$ cat src/rtl/hazard_controller_if.sv
// Pipeline hazard bus: ID/EX hazard fields and memory handshakes in, stage controls out.
// master = hazard_controller, slave = pipeline datapath.
interface hazard_controller_if;
  logic [2:0] id_SR1;
  logic [2:0] id_SR2;
  logic [2:0] id_DR;
  logic       id_uses_sr1;
  logic       id_uses_sr2;
  logic       id_is_store;
  logic       id_immsel;
  logic [2:0] ex_DR;
  logic       ex_regwrite;
  logic       ex_memread;
  logic       imem_read;
  logic       imem_resp;
  logic       dmem_req;
  logic       dmem_resp;
  logic       mem_br_taken;

  logic       pc_load;
  logic       if_id_load;
  logic       id_ex_load;
  logic       ex_mem_load;
  logic       mem_wb_load;
  logic       if_id_bubble;
  logic       id_ex_bubble;
  logic       ex_mem_bubble;
  logic       mem_wb_bubble;
  logic       pc_redirect;
  logic       forwarding_override;

  modport master (
    input  id_SR1, id_SR2, id_DR, id_uses_sr1, id_uses_sr2, id_is_store, id_immsel,
    input  ex_DR, ex_regwrite, ex_memread,
    input  imem_read, imem_resp, dmem_req, dmem_resp, mem_br_taken,
    output pc_load, if_id_load, id_ex_load, ex_mem_load, mem_wb_load,
    output if_id_bubble, id_ex_bubble, ex_mem_bubble, mem_wb_bubble,
    output pc_redirect, forwarding_override
  );

  modport slave (
    output id_SR1, id_SR2, id_DR, id_uses_sr1, id_uses_sr2, id_is_store, id_immsel,
    output ex_DR, ex_regwrite, ex_memread,
    output imem_read, imem_resp, dmem_req, dmem_resp, mem_br_taken,
    input  pc_load, if_id_load, id_ex_load, ex_mem_load, mem_wb_load,
    input  if_id_bubble, id_ex_bubble, ex_mem_bubble, mem_wb_bubble,
    input  pc_redirect, forwarding_override
  );
endinterface

$ cat src/rtl/hazard_controller.sv
// LC-3b 5-stage hazard controller: load-use stall, dmem wait with watchdog, branch flush.
// Optional stall/flush performance counters under HAZARD_PERF_CNT_EN.
module hazard_controller #(
  parameter int unsigned WAIT_MAX = 255,
  parameter int unsigned WAIT_W   = 8
`ifdef HAZARD_PERF_CNT_EN
  ,
  parameter int unsigned CNT_W    = 16
`endif
) (
  input  logic                clk,
  input  logic                rst_n,
  hazard_controller_if.master hz,
  output logic                mem_timeout
`ifdef HAZARD_PERF_CNT_EN
  ,
  output logic [CNT_W-1:0]    ldu_stall_cnt,
  output logic [CNT_W-1:0]    dmem_stall_cnt,
  output logic [CNT_W-1:0]    flush_cnt
`endif
);

  typedef enum logic [1:0] {
    RUN   = 2'd0,
    LDUSE = 2'd1,
    DWAIT = 2'd2,
    FLUSH = 2'd3
  } state_t;

  state_t state;
  state_t state_next;

  logic [WAIT_W-1:0] wait_cnt;

  logic lu;
  logic dstall;
  logic istall;
  logic dstall_act;
  logic br_act;
  logic lu_act;
  logic ist_act;

  logic pc_load;
  logic if_id_load;
  logic id_ex_load;
  logic ex_mem_load;
  logic mem_wb_load;
  logic if_id_bubble;
  logic id_ex_bubble;
  logic ex_mem_bubble;
  logic mem_wb_bubble;
  logic pc_redirect;
  logic forwarding_override;

  // Raw hazard terms from the ID/EX operand fields and memory handshakes
  assign lu = hz.ex_memread & hz.ex_regwrite &
              ((hz.id_uses_sr1 & (hz.id_SR1 == hz.ex_DR)) |
               (hz.id_uses_sr2 & ~hz.id_immsel & (hz.id_SR2 == hz.ex_DR)) |
               (hz.id_is_store & (hz.id_DR == hz.ex_DR)));
  assign dstall = hz.dmem_req & ~hz.dmem_resp;
  assign istall = hz.imem_read & ~hz.imem_resp;

  // Per-state qualified events, priority dstall > branch > load-use > istall.
  // FLUSH holds only squashed bubbles downstream, so only istall is meaningful there.
  assign dstall_act = (state == DWAIT) ? ~hz.dmem_resp
                                       : ((state != FLUSH) & dstall);
  assign br_act     = (state != FLUSH) & hz.mem_br_taken & ~dstall_act;
  assign lu_act     = ((state == RUN) | (state == DWAIT)) & lu & ~dstall_act & ~br_act;
  assign ist_act    = istall & ~dstall_act & ~br_act & ~lu_act;

  always_ff @(posedge clk) begin
    if (!rst_n) state <= RUN;
    else        state <= state_next;
  end

  always_comb begin
    state_next = RUN;
    if (dstall_act)  state_next = DWAIT;
    else if (br_act) state_next = FLUSH;
    else if (lu_act) state_next = LDUSE;
  end

  always_comb begin
    pc_load             = 1'b1;
    if_id_load          = 1'b1;
    id_ex_load          = 1'b1;
    ex_mem_load         = 1'b1;
    mem_wb_load         = 1'b1;
    if_id_bubble        = 1'b0;
    id_ex_bubble        = 1'b0;
    ex_mem_bubble       = 1'b0;
    mem_wb_bubble       = 1'b0;
    pc_redirect         = 1'b0;
    forwarding_override = (state != FLUSH);

    if (dstall_act) begin
      // Freeze everything; WB takes a bubble so nothing re-commits
      pc_load       = 1'b0;
      if_id_load    = 1'b0;
      id_ex_load    = 1'b0;
      ex_mem_load   = 1'b0;
      mem_wb_bubble = 1'b1;
    end else if (br_act) begin
      pc_redirect   = 1'b1;
      if_id_bubble  = 1'b1;
      id_ex_bubble  = 1'b1;
      ex_mem_bubble = 1'b1;
    end else if (lu_act) begin
      pc_load      = 1'b0;
      if_id_load   = 1'b0;
      id_ex_bubble = 1'b1;
    end else if (ist_act) begin
      pc_load      = 1'b0;
      if_id_bubble = 1'b1;
    end

    if (!rst_n) begin
      pc_load             = 1'b0;
      if_id_load          = 1'b0;
      id_ex_load          = 1'b0;
      ex_mem_load         = 1'b0;
      mem_wb_load         = 1'b0;
      if_id_bubble        = 1'b1;
      id_ex_bubble        = 1'b1;
      ex_mem_bubble       = 1'b1;
      mem_wb_bubble       = 1'b1;
      pc_redirect         = 1'b0;
      forwarding_override = 1'b0;
    end
  end

  assign hz.pc_load             = pc_load;
  assign hz.if_id_load          = if_id_load;
  assign hz.id_ex_load          = id_ex_load;
  assign hz.ex_mem_load         = ex_mem_load;
  assign hz.mem_wb_load         = mem_wb_load;
  assign hz.if_id_bubble        = if_id_bubble;
  assign hz.id_ex_bubble        = id_ex_bubble;
  assign hz.ex_mem_bubble       = ex_mem_bubble;
  assign hz.mem_wb_bubble       = mem_wb_bubble;
  assign hz.pc_redirect         = pc_redirect;
  assign hz.forwarding_override = forwarding_override;

  // dmem watchdog: counts stalled cycles, saturates, latches timeout until reset
  always_ff @(posedge clk) begin
    if (!rst_n) begin
      wait_cnt    <= '0;
      mem_timeout <= 1'b0;
    end else begin
      if (dstall_act) begin
        if (wait_cnt != WAIT_W'(WAIT_MAX)) wait_cnt <= wait_cnt + 1'b1;
      end else begin
        wait_cnt <= '0;
      end
      if (wait_cnt == WAIT_W'(WAIT_MAX)) mem_timeout <= 1'b1;
    end
  end

`ifdef HAZARD_PERF_CNT_EN
  // Saturating occupancy counters; DWAIT counting includes the stall entry cycle
  always_ff @(posedge clk) begin
    if (!rst_n) begin
      ldu_stall_cnt  <= '0;
      dmem_stall_cnt <= '0;
      flush_cnt      <= '0;
    end else begin
      if ((state == LDUSE) && !(&ldu_stall_cnt))
        ldu_stall_cnt <= ldu_stall_cnt + 1'b1;
      if ((dstall_act || (state == DWAIT)) && !(&dmem_stall_cnt))
        dmem_stall_cnt <= dmem_stall_cnt + 1'b1;
      if ((state == FLUSH) && !(&flush_cnt))
        flush_cnt <= flush_cnt + 1'b1;
    end
  end
`endif

endmodule

$ cat src/flat_wrapper.sv
// flat-port wrapper written by rule: the top's interface ports become plain ports
module hazard_controller_flat 
#(
  parameter int unsigned WAIT_MAX = 255,
  parameter int unsigned WAIT_W   = 8

)
  (clk, rst_n, mem_timeout, hz_id_SR1, hz_id_SR2, hz_id_DR, hz_id_uses_sr1, hz_id_uses_sr2, hz_id_is_store, hz_id_immsel, hz_ex_DR, hz_ex_regwrite, hz_ex_memread, hz_imem_read, hz_imem_resp, hz_dmem_req, hz_dmem_resp, hz_mem_br_taken, hz_pc_load, hz_if_id_load, hz_id_ex_load, hz_ex_mem_load, hz_mem_wb_load, hz_if_id_bubble, hz_id_ex_bubble, hz_ex_mem_bubble, hz_mem_wb_bubble, hz_pc_redirect, hz_forwarding_override);
  hazard_controller_if hz_i ();
  input  logic clk;
  input  logic rst_n;
  output logic mem_timeout;
  input wire logic [$bits(hz_i.id_SR1)-1:0] hz_id_SR1;
  input wire logic [$bits(hz_i.id_SR2)-1:0] hz_id_SR2;
  input wire logic [$bits(hz_i.id_DR)-1:0] hz_id_DR;
  input wire logic [$bits(hz_i.id_uses_sr1)-1:0] hz_id_uses_sr1;
  input wire logic [$bits(hz_i.id_uses_sr2)-1:0] hz_id_uses_sr2;
  input wire logic [$bits(hz_i.id_is_store)-1:0] hz_id_is_store;
  input wire logic [$bits(hz_i.id_immsel)-1:0] hz_id_immsel;
  input wire logic [$bits(hz_i.ex_DR)-1:0] hz_ex_DR;
  input wire logic [$bits(hz_i.ex_regwrite)-1:0] hz_ex_regwrite;
  input wire logic [$bits(hz_i.ex_memread)-1:0] hz_ex_memread;
  input wire logic [$bits(hz_i.imem_read)-1:0] hz_imem_read;
  input wire logic [$bits(hz_i.imem_resp)-1:0] hz_imem_resp;
  input wire logic [$bits(hz_i.dmem_req)-1:0] hz_dmem_req;
  input wire logic [$bits(hz_i.dmem_resp)-1:0] hz_dmem_resp;
  input wire logic [$bits(hz_i.mem_br_taken)-1:0] hz_mem_br_taken;
  output wire logic [$bits(hz_i.pc_load)-1:0] hz_pc_load;
  output wire logic [$bits(hz_i.if_id_load)-1:0] hz_if_id_load;
  output wire logic [$bits(hz_i.id_ex_load)-1:0] hz_id_ex_load;
  output wire logic [$bits(hz_i.ex_mem_load)-1:0] hz_ex_mem_load;
  output wire logic [$bits(hz_i.mem_wb_load)-1:0] hz_mem_wb_load;
  output wire logic [$bits(hz_i.if_id_bubble)-1:0] hz_if_id_bubble;
  output wire logic [$bits(hz_i.id_ex_bubble)-1:0] hz_id_ex_bubble;
  output wire logic [$bits(hz_i.ex_mem_bubble)-1:0] hz_ex_mem_bubble;
  output wire logic [$bits(hz_i.mem_wb_bubble)-1:0] hz_mem_wb_bubble;
  output wire logic [$bits(hz_i.pc_redirect)-1:0] hz_pc_redirect;
  output wire logic [$bits(hz_i.forwarding_override)-1:0] hz_forwarding_override;
  assign hz_i.id_SR1 = hz_id_SR1;
  assign hz_i.id_SR2 = hz_id_SR2;
  assign hz_i.id_DR = hz_id_DR;
  assign hz_i.id_uses_sr1 = hz_id_uses_sr1;
  assign hz_i.id_uses_sr2 = hz_id_uses_sr2;
  assign hz_i.id_is_store = hz_id_is_store;
  assign hz_i.id_immsel = hz_id_immsel;
  assign hz_i.ex_DR = hz_ex_DR;
  assign hz_i.ex_regwrite = hz_ex_regwrite;
  assign hz_i.ex_memread = hz_ex_memread;
  assign hz_i.imem_read = hz_imem_read;
  assign hz_i.imem_resp = hz_imem_resp;
  assign hz_i.dmem_req = hz_dmem_req;
  assign hz_i.dmem_resp = hz_dmem_resp;
  assign hz_i.mem_br_taken = hz_mem_br_taken;
  assign hz_pc_load = hz_i.pc_load;
  assign hz_if_id_load = hz_i.if_id_load;
  assign hz_id_ex_load = hz_i.id_ex_load;
  assign hz_ex_mem_load = hz_i.ex_mem_load;
  assign hz_mem_wb_load = hz_i.mem_wb_load;
  assign hz_if_id_bubble = hz_i.if_id_bubble;
  assign hz_id_ex_bubble = hz_i.id_ex_bubble;
  assign hz_ex_mem_bubble = hz_i.ex_mem_bubble;
  assign hz_mem_wb_bubble = hz_i.mem_wb_bubble;
  assign hz_pc_redirect = hz_i.pc_redirect;
  assign hz_forwarding_override = hz_i.forwarding_override;
  hazard_controller #(.WAIT_MAX(WAIT_MAX), .WAIT_W(WAIT_W)) u_core (.clk(clk), .rst_n(rst_n), .hz(hz_i), .mem_timeout(mem_timeout));
endmodule
$ cat config.mk
export PLATFORM = sky130hd
export DESIGN_NAME = hazard_controller_flat
export DESIGN_NICKNAME = d
export VERILOG_FILES = /design/src/rtl/hazard_controller_if.sv /design/src/rtl/hazard_controller.sv /design/src/flat_wrapper.sv
export SDC_FILE = /design/constraint.sdc
export NUM_CORES = 1
export LEC_CHECK = 0
export ABC_AREA = 1
export CAP_MARGIN = 20
export CORE_MARGIN = 1
export CORE_UTILIZATION = 45
export CTS_CLUSTER_DIAMETER = 40
export CTS_CLUSTER_SIZE = 25
export DETAILED_ROUTE_END_ITERATION = 16
export DONT_BUFFER_PORTS = 1
export GPL_ROUTABILITY_DRIVEN = 0
export GPL_TIMING_DRIVEN = 0
export PLACE_DENSITY = 0.6
export SYNTH_ARGS = -nofsm -noshare
export SYNTH_HDL_FRONTEND = slang
export SYNTH_SLANG_ARGS = --single-unit
$ cat constraint.sdc
create_clock -name clk -period 1.66 [get_ports clk]
set_input_delay 0.415 -clock clk [delete_from_list [all_inputs] [get_ports clk]]
set_output_delay 0.415 -clock clk [all_outputs]
set_load 0.02 [all_outputs]
==> results.txt <==
- At the end of the flow the core is filled with cells to 0.639.
- Num CTS Buffers: 3
* Data required, critical path: 1.24 ns
- The final hold violation count is 0.
- Fin crit period: approximately 1.7 ns
* Share of total power in the clock network: 0.299
- After clock tree synthesis, the clock-pin slew on the worst setup and hold paths is ~0.08 ns.
- Global-route met3 utilization: 0.0708
- The synthesized design contains 11 register bits.
- DR pass1 iterations: 12
- GR Util All Layers: 0.194
- 0 antenna diodes ended up in the layout.
- VDD sags by at most approximately 410 uV.
- Measured in cells, the most critical reg-to-reg path has a length of 8.
- Based on the critical path, the design can be clocked at up to 0.575 GHz.
- The first global-routing pass estimated 2.81 mm of wire.
- Slowest stage cell on the critical path: sky130_fd_sc_hd__dfxtp_4
- Sw Pwr: 0.207 mW
* Wire length reported by the detailed router: 1.62 mm
- Setup-failing EPs final: 5
- M1 GR Usage: 0.226
- A synthesized cell averages 6.09 sq um.
- # nets final: 164
* RSZ-0062 raised after global routing: yes
- The count of nets left with antenna violations once routing finished came out at 0.
* Routing usage on met2: 0.343
- Synthesis handed over a netlist of 130 instances.
- Ys Warns: 0
- Critical Path Fanout Max: 4
- Headroom to the max-slew limit came out at 0.704.
- After floorplanning, the core was sized to cover 0.00158 sq mm.
- The die is 44.0 um tall.
* Via density: 4.94
* Period Utilization, post-route: 1.05
* Clock sink count: 11
- Counting along the longest clock path gives a buffer depth of 2.
- The routed layout has 756 vias.
- met2 is the most crowded layer.
* Die extent in x: between 40 and 50 um
* Hold Path End: u_core.state[1]
- Post-CTS Hold Fix Bufs: 0
* Yosys top cell area share: 0.278
* Minimum setup slack among reg-to-reg paths: roughly 0.17 ns
- At the later pin of the worst-skew pair, clock insertion delay measures 0.27 ns.
* Number of antenna violations at the first check in global routing: 0
- Max-cap violations in this run came to 0.
- Total congestion overflow: 0
- The startpoint identified for the worst hold timing path is hz_mem_br_taken.
- I/O pins: 37
- The endpoint identified for the worst register-to-register timing path is u_core.wait_cnt[0].
* Sum of net half-perimeters after detailed placement: 1.20 mm
- The run finished, with violations left.
- After floorplanning, the core was divided into 14 placement rows.
* Sequential-to-total area share from yosys stat: 0.278
- Worst Hold Class: in -> reg
* Fraction of final layout cells with drive strength greater than 1: 0.314
* Lkg Pwr: 0.501 nW
* Count of buffers inserted at the top-level ports: 0
- TritonCTS built the clock tree.
* Worst slew pin tran: 0.445 ns
* Synth-to-layout area growth: 27.2%
* Summed instance area of the synthesized netlist: slightly below 800 sq um
- Total power divided by cell area: 618 mW/mm^2
- The most common cell in the synthesized netlist is sky130_fd_sc_hd__nand2_1.
* Final routed DRC violation total: 2
- Deepest level of the CTS H-tree: 1
* Violations in the final reports: DRC, setup timing
- Counting stages on the worst path, the most repeated cell is sky130_fd_sc_hd__nor2_4.
* Largest area contributor in the netlist: sky130_fd_sc_hd__dfxtp_1
- Dividing the detail-routed wire length by the instance count gives 10.6 um.
- Die Area: 0.00193 sq mm
- The most used flip-flop cell after synthesis is sky130_fd_sc_hd__dfxtp_1.
- STA classifies the critical path startpoint as a flop.
- Sequential fraction of design power: 0.444
- The finished cells cover 0.00101 sq mm.
* Number of violations reported at the end of detailed-routing iteration 0: 15
- Across all setup checks in the final design, the least slack found is -0.0804 ns.
* Number of instances on the worst hold path: 2
* Distinct cell type count of the synthesized netlist: 22
- Of all flip-flops after synthesis, the portion carrying an async set or reset was 0.
- Maximum number of pins on one net before global-route repair: 8
- Ordered cell list for the critical path: nor2_4, nor2_4, nand2_2, nand2_4, inv_6, nand2_1, inv_2
- The critical path is of the reg -> out type.
- Cell internal power was estimated by the tool at 0.415 mW.
- Starting density of the core: 0.502
* Final slew viol count: 0
* Synth top area cells: sky130_fd_sc_hd__dfxtp_1 28%, sky130_fd_sc_hd__nand2_1 18%, sky130_fd_sc_hd__inv_1 10%, sky130_fd_sc_hd__nor2_1 10%, sky130_fd_sc_hd__nand3_1 4.4%
* Number of synthesized flops with an enable pin: 0
- Critical Path Max Stage Delay: 0.38 ns
* Switching part of the total: 0.333
- Clock skew after layout: 0.00516 ns
- Data arrival time of the worst path: 1.33 ns
* Top cell types by occurrence after synthesis: 37 x sky130_fd_sc_hd__nand2_1, 22 x sky130_fd_sc_hd__inv_1, 22 x sky130_fd_sc_hd__nor2_1
- The startpoint identified for the worst register-to-register timing path is u_core.wait_cnt[0].
* Root buffer cell: sky130_fd_sc_hd__clkbuf_4
- Sort of element at the end of the critical path: output pin
* Area of placed instances: 817 sq um
* Smallest hold slack: 0.299 ns
* Number of global-route vias before repair: 715
- Syn_nets: between 150 and 200
* Combinational share of power: 0.256
-- final cells by class --
cell class | instances | area, sq um
fillers | 144 | 569
multi-input cells | 94 | 593
plain buffers | 2 | 18.8
inverters | 23 | 93.8
flip-flops and latches | 11 | 228
clock buffers | 3 | 22.5
clock inverters | 1 | 5.00
repair buffers | 3 | 26.3
well taps | 16 | 20.0
-- metrics by stage --
stage,cells,setup slack (ns),total power [mW],TNS [ns]
3_5_place_dp,146,-0.0607,0.392,-0.0607
4_1_cts,152,-0.0907,0.606,-0.244
2_1_floorplan,130,0.0276,0.379,0
3_3_place_gp,146,-0.0388,0.391,-0.0388
6_report,153,-0.0804,0.622,-0.345
5_1_grt,153,-0.172,0.668,-0.785
-- layer usage --
| layer | vias to the layer above | part of all wire |
|---|---|---|
| li1 | 409 | - |
| met1 | 314 | 0.44 |
| met2 | 33 | 0.48 |
| met3 | 0 | 0.083 |
| met4 | 0 | 0 |
| met5 | - | 0 |
-- repair_timing --
item	CTS	global route
gates resized for setup	22	16
endpoints found under the setup margin	6	7
hold endpoints to repair	0	0
pin swaps	9	7
setup buffers	2	1
-- worst max-delay path: cells and delay by family (launching register included) --
| kind | cells | cell delay [ns] |
|---|---|---|
| buffers and inverters | 2 | 0.14 |
| AND/OR/NAND/NOR | 5 | 0.52 |
| flip-flops | 1 | 0.38 |
-- state kept, by name, indices dropped and copies added (netlist names) --
signal,count
u_core.state,2
u_core.mem_timeout,1
u_core.wait_cnt,8
-- power by group through the flow --
stage | clock [mW] | combinational (mW) | sequential (mW)
after floorplan | 0 | 0.0999 | 0.279
after global placement | 0 | 0.111 | 0.280
after detailed placement | 0 | 0.112 | 0.280
after CTS | 0.192 | 0.138 | 0.275
after global routing | 0.213 | 0.177 | 0.277
final | 0.186 | 0.160 | 0.276
-- worst max-delay path by stage --
stage	startpoint	end	slack [ns]	cells past startpoint
after floorplan	hz_dmem_req	hz_pc_load	0.03	7
after global placement	hz_dmem_req	hz_pc_load	-0.04	7
after detailed placement	hz_dmem_req	hz_pc_load	-0.06	7
after CTS	u_core.state[1]	hz_pc_load	-0.09	7
after global routing	u_core.state[1]	hz_if_id_load	-0.17	7
final	u_core.state[1]	hz_if_id_load	-0.08	7
-- logic make-up after synthesis --
logic type      share of synthesized area
compound gates                     0.0980
fa+ha+maj                          0.0158
simple gates                        0.436
xor+xnor                           0.0442
flops                               0.278
buf+inv                             0.128
-- placed cells by master, fill, tap and decap left out, drive strengths merged --
master	netlist	routed
a31oi	1	1
xnor2	3	3
clkbuf	0	3
ha	1	1
inv	23	23
buf	2	5
nor2	27	27
nand2	40	40
nor3	1	1
clkinv	0	1
a21oi	7	7
nand3	8	8
xor2	1	1
o21ai	5	5
dfxtp	11	11
No activity file was read; power rests on OpenSTA's default activity.
